`config.mk`:
```
export PLATFORM = sky130hd
export DESIGN_NAME = alarm_delay_ctrl_flat
export DESIGN_NICKNAME = d
export VERILOG_FILES = /design/src/rtl/alarm_delay_ctrl_pkg.sv /design/src/rtl/alarm_delay_ctrl_if.sv /design/src/rtl/alarm_delay_ctrl_sec_down_counter.sv /design/src/rtl/alarm_delay_ctrl.sv /design/src/flat_wrapper.sv
export SDC_FILE = /design/constraint.sdc
export NUM_CORES = 1
export LEC_CHECK = 0
export CORE_MARGIN = 2
export CORE_UTILIZATION = 50
export CTS_CLUSTER_DIAMETER = 50
export DETAILED_ROUTE_END_ITERATION = 7
export MAX_ROUTING_LAYER = met4
export PLACE_DENSITY_LB_ADDON = 0.25
export SKIP_CTS_REPAIR_TIMING = 1
export SYNTH_ARGS = -nofsm -noshare
export SYNTH_HDL_FRONTEND = slang
export SYNTH_SLANG_ARGS = --single-unit
```
`constraint.sdc`:
```
create_clock -name clkSignal -period 2.6 [get_ports clkSignal]
set_input_delay 0.26 -clock clkSignal [delete_from_list [all_inputs] [get_ports clkSignal]]
set_output_delay 0.26 -clock clkSignal [all_outputs]
set_load 0.005 [all_outputs]
```
`src/rtl/alarm_delay_ctrl_pkg.sv`:
```
// alarm_pkg: shared definitions for the alarm delay controller.
//   STATE_W          width of the state encoding
//   ST_*             state encodings (codes 5..7 are unused and recover to DISARMED)
//   DEF_*            default delay values and counter width
//   isTimed()        true for states that run the seconds counter
package alarm_pkg;

  localparam int STATE_W = 3;

  typedef logic [STATE_W-1:0] stateT;

  localparam stateT ST_DISARMED    = 3'd0;
  localparam stateT ST_EXIT_DELAY  = 3'd1;
  localparam stateT ST_ARMED       = 3'd2;
  localparam stateT ST_ENTRY_DELAY = 3'd3;
  localparam stateT ST_ALARM       = 3'd4;

  localparam int DEF_EXIT_SEC  = 30;
  localparam int DEF_ENTRY_SEC = 15;
  localparam int DEF_SIREN_SEC = 180;
  localparam int DEF_CNT_W     = 8;

  // Timed states keep the upstream timer running and count secLeft down.
  function automatic logic isTimed(input stateT s);
    logic timed;
    case (s)
      ST_EXIT_DELAY:  timed = 1'b1;
      ST_ENTRY_DELAY: timed = 1'b1;
      ST_ALARM:       timed = 1'b1;
      default:        timed = 1'b0;
    endcase
    return timed;
  endfunction

endpackage

```
`src/rtl/alarm_delay_ctrl_if.sv`:
```
// alarm_delay_ctrl_if: keypad/sensor/timer signals of the alarm delay controller.
//   Inputs to the controller : tick, armReq, disarmReq, delayedZone, instantZone
//   Outputs of the controller: tmrEN, armed, siren, beep, secLeft, stateOut
//   master modport: the environment driving sensors/keypad/timer tick
//   slave  modport: the controller itself
interface alarm_delay_ctrl_if
  import alarm_pkg::*;
#(
  parameter int CNT_W = DEF_CNT_W
);

  logic             tick;
  logic             armReq;
  logic             disarmReq;
  logic             delayedZone;
  logic             instantZone;
  logic             tmrEN;
  logic             armed;
  logic             siren;
  logic             beep;
  logic [CNT_W-1:0] secLeft;
  stateT            stateOut;

  modport master (
    output tick, armReq, disarmReq, delayedZone, instantZone,
    input  tmrEN, armed, siren, beep, secLeft, stateOut
  );

  modport slave (
    input  tick, armReq, disarmReq, delayedZone, instantZone,
    output tmrEN, armed, siren, beep, secLeft, stateOut
  );

endinterface

```
`src/rtl/alarm_delay_ctrl_sec_down_counter.sv`:
```
// sec_down_counter: loadable seconds down-counter.
//   clkSignal, RST : clock, asynchronous active-high reset
//   load, loadVal  : synchronous load (wins over dec)
//   dec            : decrement by one (accepted tick); saturates at zero
//   count          : registered counter value
//   isOne          : count == 1, the next accepted tick is the last second
module sec_down_counter #(
  parameter int CNT_W = 8
) (
  input  logic             clkSignal,
  input  logic             RST,
  input  logic             load,
  input  logic [CNT_W-1:0] loadVal,
  input  logic             dec,
  output logic [CNT_W-1:0] count,
  output logic             isOne
);

  localparam logic [CNT_W-1:0] CNT_ONE  = {{(CNT_W-1){1'b0}}, 1'b1};
  localparam logic [CNT_W-1:0] CNT_ZERO = {CNT_W{1'b0}};

  // Counter register: load has priority, then decrement.
  always_ff @(posedge clkSignal or posedge RST) begin
    if (RST) begin
      count <= CNT_ZERO;
    end else if (load) begin
      count <= loadVal;
    end else if (dec && (count != CNT_ZERO)) begin
      count <= count - CNT_ONE;
    end else begin
      count <= count;
    end
  end

  assign isOne = (count == CNT_ONE);

endmodule

```
`src/rtl/alarm_delay_ctrl.sv`:
```
// alarm_delay_ctrl: arming / exit-delay / entry-delay / siren controller.
//   clkSignal, RST : clock, asynchronous active-high reset
//   bus (slave)    : tick, armReq, disarmReq, delayedZone, instantZone in;
//                    tmrEN, armed, siren, beep, secLeft, stateOut out.
// All outputs are registered and describe the state entered on the same edge.
module alarm_delay_ctrl
  import alarm_pkg::*;
#(
  parameter int EXIT_SEC  = DEF_EXIT_SEC,
  parameter int ENTRY_SEC = DEF_ENTRY_SEC,
  parameter int SIREN_SEC = DEF_SIREN_SEC,
  parameter int CNT_W     = DEF_CNT_W
) (
  input  logic         clkSignal,
  input  logic         RST,
  alarm_delay_ctrl_if.slave bus
);

  stateT            stateR;
  stateT            nextStateS;
  logic             tmrENR;
  logic             armedR;
  logic             sirenR;
  logic             beepR;
  logic             tmrENNextS;
  logic             armedNextS;
  logic             sirenNextS;
  logic             beepNextS;
  logic             loadS;
  logic [CNT_W-1:0] loadValS;
  logic             accTickS;
  logic             expireS;
  logic             stateChangeS;
  logic             countingS;
  logic [CNT_W-1:0] secCountS;
  logic             isOneS;

  // A tick only counts while the upstream timer is enabled.
  assign accTickS = bus.tick & tmrENR;
  assign expireS  = accTickS & isOneS;

  sec_down_counter #(
    .CNT_W (CNT_W)
  ) uCounter (
    .clkSignal (clkSignal),
    .RST       (RST),
    .load      (loadS),
    .loadVal   (loadValS),
    .dec       (accTickS),
    .count     (secCountS),
    .isOne     (isOneS)
  );

  // State register.
  always_ff @(posedge clkSignal or posedge RST) begin
    if (RST) begin
      stateR <= ST_DISARMED;
    end else begin
      stateR <= nextStateS;
    end
  end

  // Next-state logic; disarm overrides everything.
  always_comb begin
    nextStateS = stateR;
    if (bus.disarmReq) begin
      nextStateS = ST_DISARMED;
    end else begin
      case (stateR)
        ST_DISARMED: begin
          if (bus.armReq && !bus.delayedZone && !bus.instantZone) begin
            nextStateS = ST_EXIT_DELAY;
          end else begin
            nextStateS = ST_DISARMED;
          end
        end
        ST_EXIT_DELAY: begin
          if (expireS) begin
            nextStateS = ST_ARMED;
          end else begin
            nextStateS = ST_EXIT_DELAY;
          end
        end
        ST_ARMED: begin
          if (bus.instantZone) begin
            nextStateS = ST_ALARM;
          end else if (bus.delayedZone) begin
            nextStateS = ST_ENTRY_DELAY;
          end else begin
            nextStateS = ST_ARMED;
          end
        end
        ST_ENTRY_DELAY: begin
          if (bus.instantZone || expireS) begin
            nextStateS = ST_ALARM;
          end else begin
            nextStateS = ST_ENTRY_DELAY;
          end
        end
        ST_ALARM: begin
          if (expireS) begin
            nextStateS = ST_ARMED;
          end else begin
            nextStateS = ST_ALARM;
          end
        end
        default: nextStateS = ST_DISARMED;
      endcase
    end
  end

  // Output and counter-control logic for the state about to be entered.
  always_comb begin
    stateChangeS = (nextStateS != stateR);
    countingS    = (stateR == ST_EXIT_DELAY) || (stateR == ST_ENTRY_DELAY);
    // Every state change reloads the counter; untimed states load zero.
    loadS        = stateChangeS;
    case (nextStateS)
      ST_EXIT_DELAY:  loadValS = CNT_W'(EXIT_SEC);
      ST_ENTRY_DELAY: loadValS = CNT_W'(ENTRY_SEC);
      ST_ALARM:       loadValS = CNT_W'(SIREN_SEC);
      default:        loadValS = {CNT_W{1'b0}};
    endcase
    // Timed->timed hop drops the enable for one cycle so the upstream
    // timer restarts and the first second of the new state is full length.
    tmrENNextS = isTimed(nextStateS) && !(stateChangeS && isTimed(stateR));
    armedNextS = (nextStateS == ST_ARMED) || (nextStateS == ST_ENTRY_DELAY);
    sirenNextS = (nextStateS == ST_ALARM);
    if (stateChangeS) begin
      beepNextS = 1'b0;
    end else if (countingS && accTickS) begin
      beepNextS = ~beepR;
    end else if (countingS) begin
      beepNextS = beepR;
    end else begin
      beepNextS = 1'b0;
    end
  end

  // Output registers.
  always_ff @(posedge clkSignal or posedge RST) begin
    if (RST) begin
      tmrENR <= 1'b0;
      armedR <= 1'b0;
      sirenR <= 1'b0;
      beepR  <= 1'b0;
    end else begin
      tmrENR <= tmrENNextS;
      armedR <= armedNextS;
      sirenR <= sirenNextS;
      beepR  <= beepNextS;
    end
  end

  assign bus.tmrEN    = tmrENR;
  assign bus.armed    = armedR;
  assign bus.siren    = sirenR;
  assign bus.beep     = beepR;
  assign bus.secLeft  = secCountS;
  assign bus.stateOut = stateR;

endmodule
```
`src/flat_wrapper.sv`:
```
// flat-port wrapper written by rule: the top's interface ports become plain ports
module alarm_delay_ctrl_flat import alarm_pkg::*;
#(
  parameter int EXIT_SEC  = DEF_EXIT_SEC,
  parameter int ENTRY_SEC = DEF_ENTRY_SEC,
  parameter int SIREN_SEC = DEF_SIREN_SEC,
  parameter int CNT_W     = DEF_CNT_W
)
  (clkSignal, RST, bus_tick, bus_armReq, bus_disarmReq, bus_delayedZone, bus_instantZone, bus_tmrEN, bus_armed, bus_siren, bus_beep, bus_secLeft, bus_stateOut);
  alarm_delay_ctrl_if #(.CNT_W(CNT_W)) bus_i ();
  input  logic clkSignal;
  input  logic RST;
  input wire logic [$bits(bus_i.tick)-1:0] bus_tick;
  input wire logic [$bits(bus_i.armReq)-1:0] bus_armReq;
  input wire logic [$bits(bus_i.disarmReq)-1:0] bus_disarmReq;
  input wire logic [$bits(bus_i.delayedZone)-1:0] bus_delayedZone;
  input wire logic [$bits(bus_i.instantZone)-1:0] bus_instantZone;
  output wire logic [$bits(bus_i.tmrEN)-1:0] bus_tmrEN;
  output wire logic [$bits(bus_i.armed)-1:0] bus_armed;
  output wire logic [$bits(bus_i.siren)-1:0] bus_siren;
  output wire logic [$bits(bus_i.beep)-1:0] bus_beep;
  output wire logic [$bits(bus_i.secLeft)-1:0] bus_secLeft;
  output wire logic [$bits(bus_i.stateOut)-1:0] bus_stateOut;
  assign bus_i.tick = bus_tick;
  assign bus_i.armReq = bus_armReq;
  assign bus_i.disarmReq = bus_disarmReq;
  assign bus_i.delayedZone = bus_delayedZone;
  assign bus_i.instantZone = bus_instantZone;
  assign bus_tmrEN = bus_i.tmrEN;
  assign bus_armed = bus_i.armed;
  assign bus_siren = bus_i.siren;
  assign bus_beep = bus_i.beep;
  assign bus_secLeft = bus_i.secLeft;
  assign bus_stateOut = bus_i.stateOut;
  alarm_delay_ctrl #(.EXIT_SEC(EXIT_SEC), .ENTRY_SEC(ENTRY_SEC), .SIREN_SEC(SIREN_SEC), .CNT_W(CNT_W)) u_core (.clkSignal(clkSignal), .RST(RST), .bus(bus_i));
endmodule
```
==> results_dict.tcl, run 1 <==
set metrics [dict create \
    post-route-min-period_ns 2.11 \
    post_drt_wl_per_cell_um 14.9 \
    grt_pass1_vias 877 \
    r2r_cells 7 \
    clk_transition_reported_paths_ns 0.10 \
    fmax_ghz 0.474 \
    track_usage_pct 21.7 \
    place_ws_ns 0.499 \
    layout_commonest_cell "clkdlybuf4s50_1" \
    clkSinkCount 15 \
    diodes 0 \
    cts.path.max_buffers 2 \
    cts-htree-levels 1 \
    power.leakage_uw 0.000535 \
    power_density_nw_per_um2 565 \
    core_um2 1980 \
    final.setup.worst_slack_ns 0.492 \
    syn_area_per_cell_um2 9.18 \
    synth_flop_cell "dfrtp_1" \
    fin_area_um2 1310 \
    busiest_layer "met1" \
    worst_r2r_endpoint "u_core.uCounter.count[5]" \
    layout-drive-gt1-share_pct 13.2 \
    syn_area_um2 1060 \
    ff_latch_area_um2 375 \
    rsz0062_at_grt "no" \
    use_met2_pct 30.9 \
    num_vias 953 \
    stdcell_count 163 \
    overflow 0 \
    grt_pass1_wl_um 4060 \
    hpwl_um 1810 \
    ant_nets 0 \
    cts_tree "yes" \
    grt_use_met1_pct 31.5 \
    worstSetupPathType "reg -> reg" \
    io_pins 22 \
    fin_tns_setup_ns 0 \
    hold_viol_final 0 \
    timing.rr.start "u_core.uCounter.count[1]" \
    io_buffer_count 21 \
    initial_core_util_pct 53.3 \
    cts-root-buf "clkbuf_4" \
    setup_viol_count_final 0 \
    ir_worst_vdd_mv 0.440 \
    synth_xor_area_share_pct 6.64 \
    use_met3_pct 1.82 \
    status "completed" \
    synth-seq-area-share_pct 35.5 \
    synth_edf_count 0 \
    synthSimpleGateAreaFrac_pct 29.7 \
    synth_warnings 0 \
    dr.pass1.iters 4 \
    dr.first_iter.drc_count 21 \
    insertion_delay_ns 0.29 \
    worst-slew-pin-transition_ns 0.593 \
    finalCritPeriodShare_pct 81.1 \
    crit_fanout 6 \
    grt_antenna_before_repair 0 \
    post-place-cells 159 \
    multi_input_area_um2 627 \
    worstHoldPathType "in -> async" \
    drcViolationCount 0 \
    die_x_um 50.0 \
    slew_headroom_pct 60.4 \
    routed_via_density 5.85 \
    r2r_slack_ns 0.49 \
    synth_seq_cells 15 \
    drv_slew 0 \
    placed_cell_area_um2 1280 \
    rows 16 \
    ys_types 44 \
    post_synth_fa_ha_maj_area_fraction_pct 4.62 \
    final_nets 147 \
    end_kind "register" \
    crit_path_start_kind "register" \
    worstPathArrival_ns 2.28 \
    final_cell_mix "clkdlybuf4s50_1, dfrtp_1, nor3_1, nor2_1, nand2_1" \
    synth_compound_area_share_pct 17.4 \
    wl_um 2420 \
    die_area_um2 2500 \
    synth_mux_area_share_pct 0.948 \
    fp.dieH_um 50.0 \
    syn-instance-count 115 \
    cts-buffers-inserted 3 \
    fin_skew_ns 0.00861 \
    fin_util_pct 66.0 \
    crit_required_ns 2.77 \
    fillCellCount 162 \
    gp_congestion 0.898 \
    synth_top_family_by_area "simple AND/OR/NAND/NOR gates" \
    cap_violations 0 \
    syn_nets 125 \
    syn_to_final_growth_pct 23.8 \
    async_flop_share_pct 100 \
    grt_start_max_net_pins 16 \
]
[synth_stat cells, types with 3 or more instances]
cell,number,area (um^2)
buf_2,4,20.0
ha_1,3,37.5
nor2_1,9,33.8
nand2_1,6,22.5
o31ai_1,3,22.5
dfrtp_1,15,375
nor3_1,9,45.0
nor3_2,3,30.0
a31oi_1,3,18.8
o21ai_0,3,15.0
inv_1,5,18.8
xnor2_1,3,26.3
nand3_1,4,20.0
xor2_1,5,43.8
[logic make-up (layout without fill, tap and decap cells)]
family | Yosys count | after routing
AND/OR/NAND/NOR | 51 | 51
flip-flops | 15 | 15
multiplexers | 1 | 1
buffers and inverters | 11 | 32
AO/OA/AOI/OAI | 25 | 25
adder cells (fa/ha/maj) | 4 | 4
XOR/XNOR | 8 | 8
[per-stage QoR]
stage	total power, uW	hold slack [ns]
2_1_floorplan	474	0.161
3_3_place_gp	600	0.586
3_5_place_dp	603	0.569
4_1_cts	743	0.336
5_1_grt	786	0.403
6_report	739	0.324
[worst max-delay path, cell delays in order (launching register included)]
cell      delay [ns]
dfrtp_1         0.43
inv_1           0.11
ha_1            0.24
and4_1          0.24
a311oi_1        0.43
nor3_4          0.12
nor4_1          0.35
nor3b_2         0.09
[state kept, by name, indices dropped and copies added (netlist names)]
| register | count |
|---|---|
| u_core.bus.stateOut | 3 |
| u_core.uCounter.count | 8 |
| u_core.bus.beep | 1 |
| u_core.bus.siren | 1 |
| u_core.bus.tmrEN | 1 |
| u_core.bus.armed | 1 |
[where the power goes]
group | internal (uW) | total (uW) | switching [uW]
Combinational | 151 | 273 | 122
Clock | 57.2 | 135 | 77.7
Sequential | 270 | 331 | 61.6
Total | 478 | 739 | 261
[final cells by class]
cell class	count	share of cell area [%]
multi-input cells	89	47.9
flip-flops and latches	15	28.7
repair buffers	23	17.2
well taps	27	2.58
clock buffers	3	1.72
inverters	5	1.44
clock inverters	1	0.383
[per-layer routing]
metal / vias up / routed length [um]
li1: 457 / -
met1: 453 / 1190
met2: 39 / 1070
met3: 4 / 126
met4: 0 / 27
met5: - / 0
[worst max path at each step]
stage,from,end
after floorplan,u_core.uCounter.count[1],u_core.uCounter.count[5]
after global placement,bus_disarmReq,u_core.uCounter.count[5]
after detailed placement,u_core.uCounter.count[1],u_core.uCounter.count[5]
after CTS,u_core.uCounter.count[1],u_core.uCounter.count[5]
after global routing,u_core.uCounter.count[1],u_core.uCounter.count[5]
final,u_core.uCounter.count[1],u_core.uCounter.count[5]
Note: power is estimated with default switching activity, not from simulation.
==> run 2, diff against run 1 <==
==> constraint.sdc (replaced) <==
create_clock -name clkSignal -period 2.1 [get_ports clkSignal]
set_input_delay 0.21 -clock clkSignal [delete_from_list [all_inputs] [get_ports clkSignal]]
set_output_delay 0.21 -clock clkSignal [all_outputs]
set_load 0.005 [all_outputs]
==> results_dict.tcl, run 2 (synthesis results as in run 1) <==
set metrics [dict create \
    initial_core_util_pct 53.3 \
    drcViolationCount 0 \
    fin_tns_setup_ns 0 \
    worstPathArrival_ns 2.19 \
    core_um2 1980 \
    clkSinkCount 15 \
    diodes 0 \
    ir_worst_vdd_mv 0.511 \
    dr.first_iter.drc_count 20 \
    status "completed" \
    cap_violations 0 \
    io_buffer_count 21 \
    wl_um 2630 \
    ant_nets 0 \
    grt_pass1_vias 986 \
    cts-root-buf "clkbuf_4" \
    dr.pass1.iters 4 \
    rsz0062_at_grt "no" \
    worstSetupPathType "reg -> reg" \
    r2r_cells 5 \
    post-route-min-period_ns 1.97 \
    worstHoldPathType "in -> async" \
    layout-drive-gt1-share_pct 17.4 \
    cts.path.max_buffers 2 \
    worst_r2r_endpoint "u_core.uCounter.count[4]" \
    layout_commonest_cell "clkdlybuf4s50_1" \
    fin_util_pct 68.9 \
    routed_via_density 5.78 \
    crit_required_ns 2.32 \
    slowest_stage "dfrtp_1" \
    track_usage_pct 24.0 \
    grt_pass1_wl_um 4440 \
    power_density_nw_per_um2 710 \
    io_pins 22 \
    num_vias 989 \
    post_drt_wl_per_cell_um 15.4 \
    fmax_ghz 0.507 \
    overflow 0 \
    crit_path_start_kind "register" \
    gp_congestion 0.896 \
    max_stage_delay_ns 0.42 \
    timing.rr.start "u_core.uCounter.count[4]" \
    cts_tree "yes" \
    insertion_delay_ns 0.30 \
    final_cell_mix "clkdlybuf4s50_1, dfrtp_1, buf_4, nor3_1, nor2_1" \
    clk_transition_reported_paths_ns 0.09 \
    cts-buffers-inserted 3 \
    regMostFlops "u_core.uCounter.count" \
    hold_viol_final 0 \
    r2r_slack_ns 0.13 \
    grt_antenna_before_repair 0 \
    largest_reg_flops 8 \
    power.leakage_uw 0.000571 \
    cts-htree-levels 1 \
    die_area_um2 2500 \
    fp.dieH_um 50.0 \
    syn_to_final_growth_pct 29.4 \
    rows 16 \
    die_x_um 50.0 \
    crit_fanout 5 \
    fin_skew_ns 0.00308 \
    finalCritPeriodShare_pct 94.0 \
    drv_slew 0 \
    hpwl_um 1950 \
    final_nets 155 \
    worst-slew-pin-transition_ns 0.591 \
    crit_chain "or3_4, nor3_2, maj3_2, or3_1, mux2i_1" \
    slew_headroom_pct 60.6 \
    end_kind "register" \
    fin_hold_ws_ns 0.263 \
    grt_start_max_net_pins 16 \
    setup_viol_count_final 0 \
]
==> run 2: worst max-delay path: cells and delay by family (launching register included) <==
kind                       cells  cell delay, ns
muxes                          1            0.23
and+or+nand+nor                3            0.97
DFF                            1            0.42
adders and majority gates      1            0.27
==> run 2: worst max path at each step <==
stage	from	end	slack, ns	depth (start not counted)
after floorplan	u_core.uCounter.count[1]	u_core.uCounter.count[5]	0.21	7
after global placement	bus_disarmReq	u_core.uCounter.count[5]	0.17	6
after detailed placement	bus_disarmReq	u_core.uCounter.count[5]	0.12	7
after CTS	u_core.uCounter.count[2]	u_core.uCounter.count[4]	0.13	5
after global routing	u_core.uCounter.count[1]	u_core.uCounter.count[5]	0.006	8
final	u_core.uCounter.count[4]	u_core.uCounter.count[4]	0.13	5
==> run 2: layout make-up <==
cell class	count	area, um^2
clock buffer	4	26.3
inverter	5	18.8
sequential	15	375
tap	27	33.8
timing repair buffer	31	285
fill	171	616
multi-input combinational	89	627
==> run 2: where the power goes <==
group	leakage, uW	internal (uW)	switching, uW
logic	0.000360	227	186
clock network	0.0000150	74.2	99.4
registers	0.000197	334	48.4
total	0.000571	636	334
==> run 2: stage by stage <==
| step | worst slack (ns) | std cells | area, um^2 | power [uW] |
|---|---|---|---|---|
| after global placement | 0.171 | 167 | 1340 | 789 |
| after floorplan | 0.208 | 115 | 1060 | 587 |
| after CTS | 0.135 | 171 | 1370 | 967 |
| after detailed placement | 0.115 | 167 | 1340 | 795 |
| final | 0.126 | 171 | 1370 | 970 |
| after global routing | 0.00601 | 171 | 1370 | 1030 |
==> run 2: per-layer routing <==
metal | routed length, um | part of all wire, % | global-route usage [%]
met3 | 93 | 3.5 | 3.33
met2 | 1250 | 48 | 37.8
met4 | 43 | 1.6 | 11.6
met1 | 1240 | 47 | 30.5
met5 | 0 | 0 | -
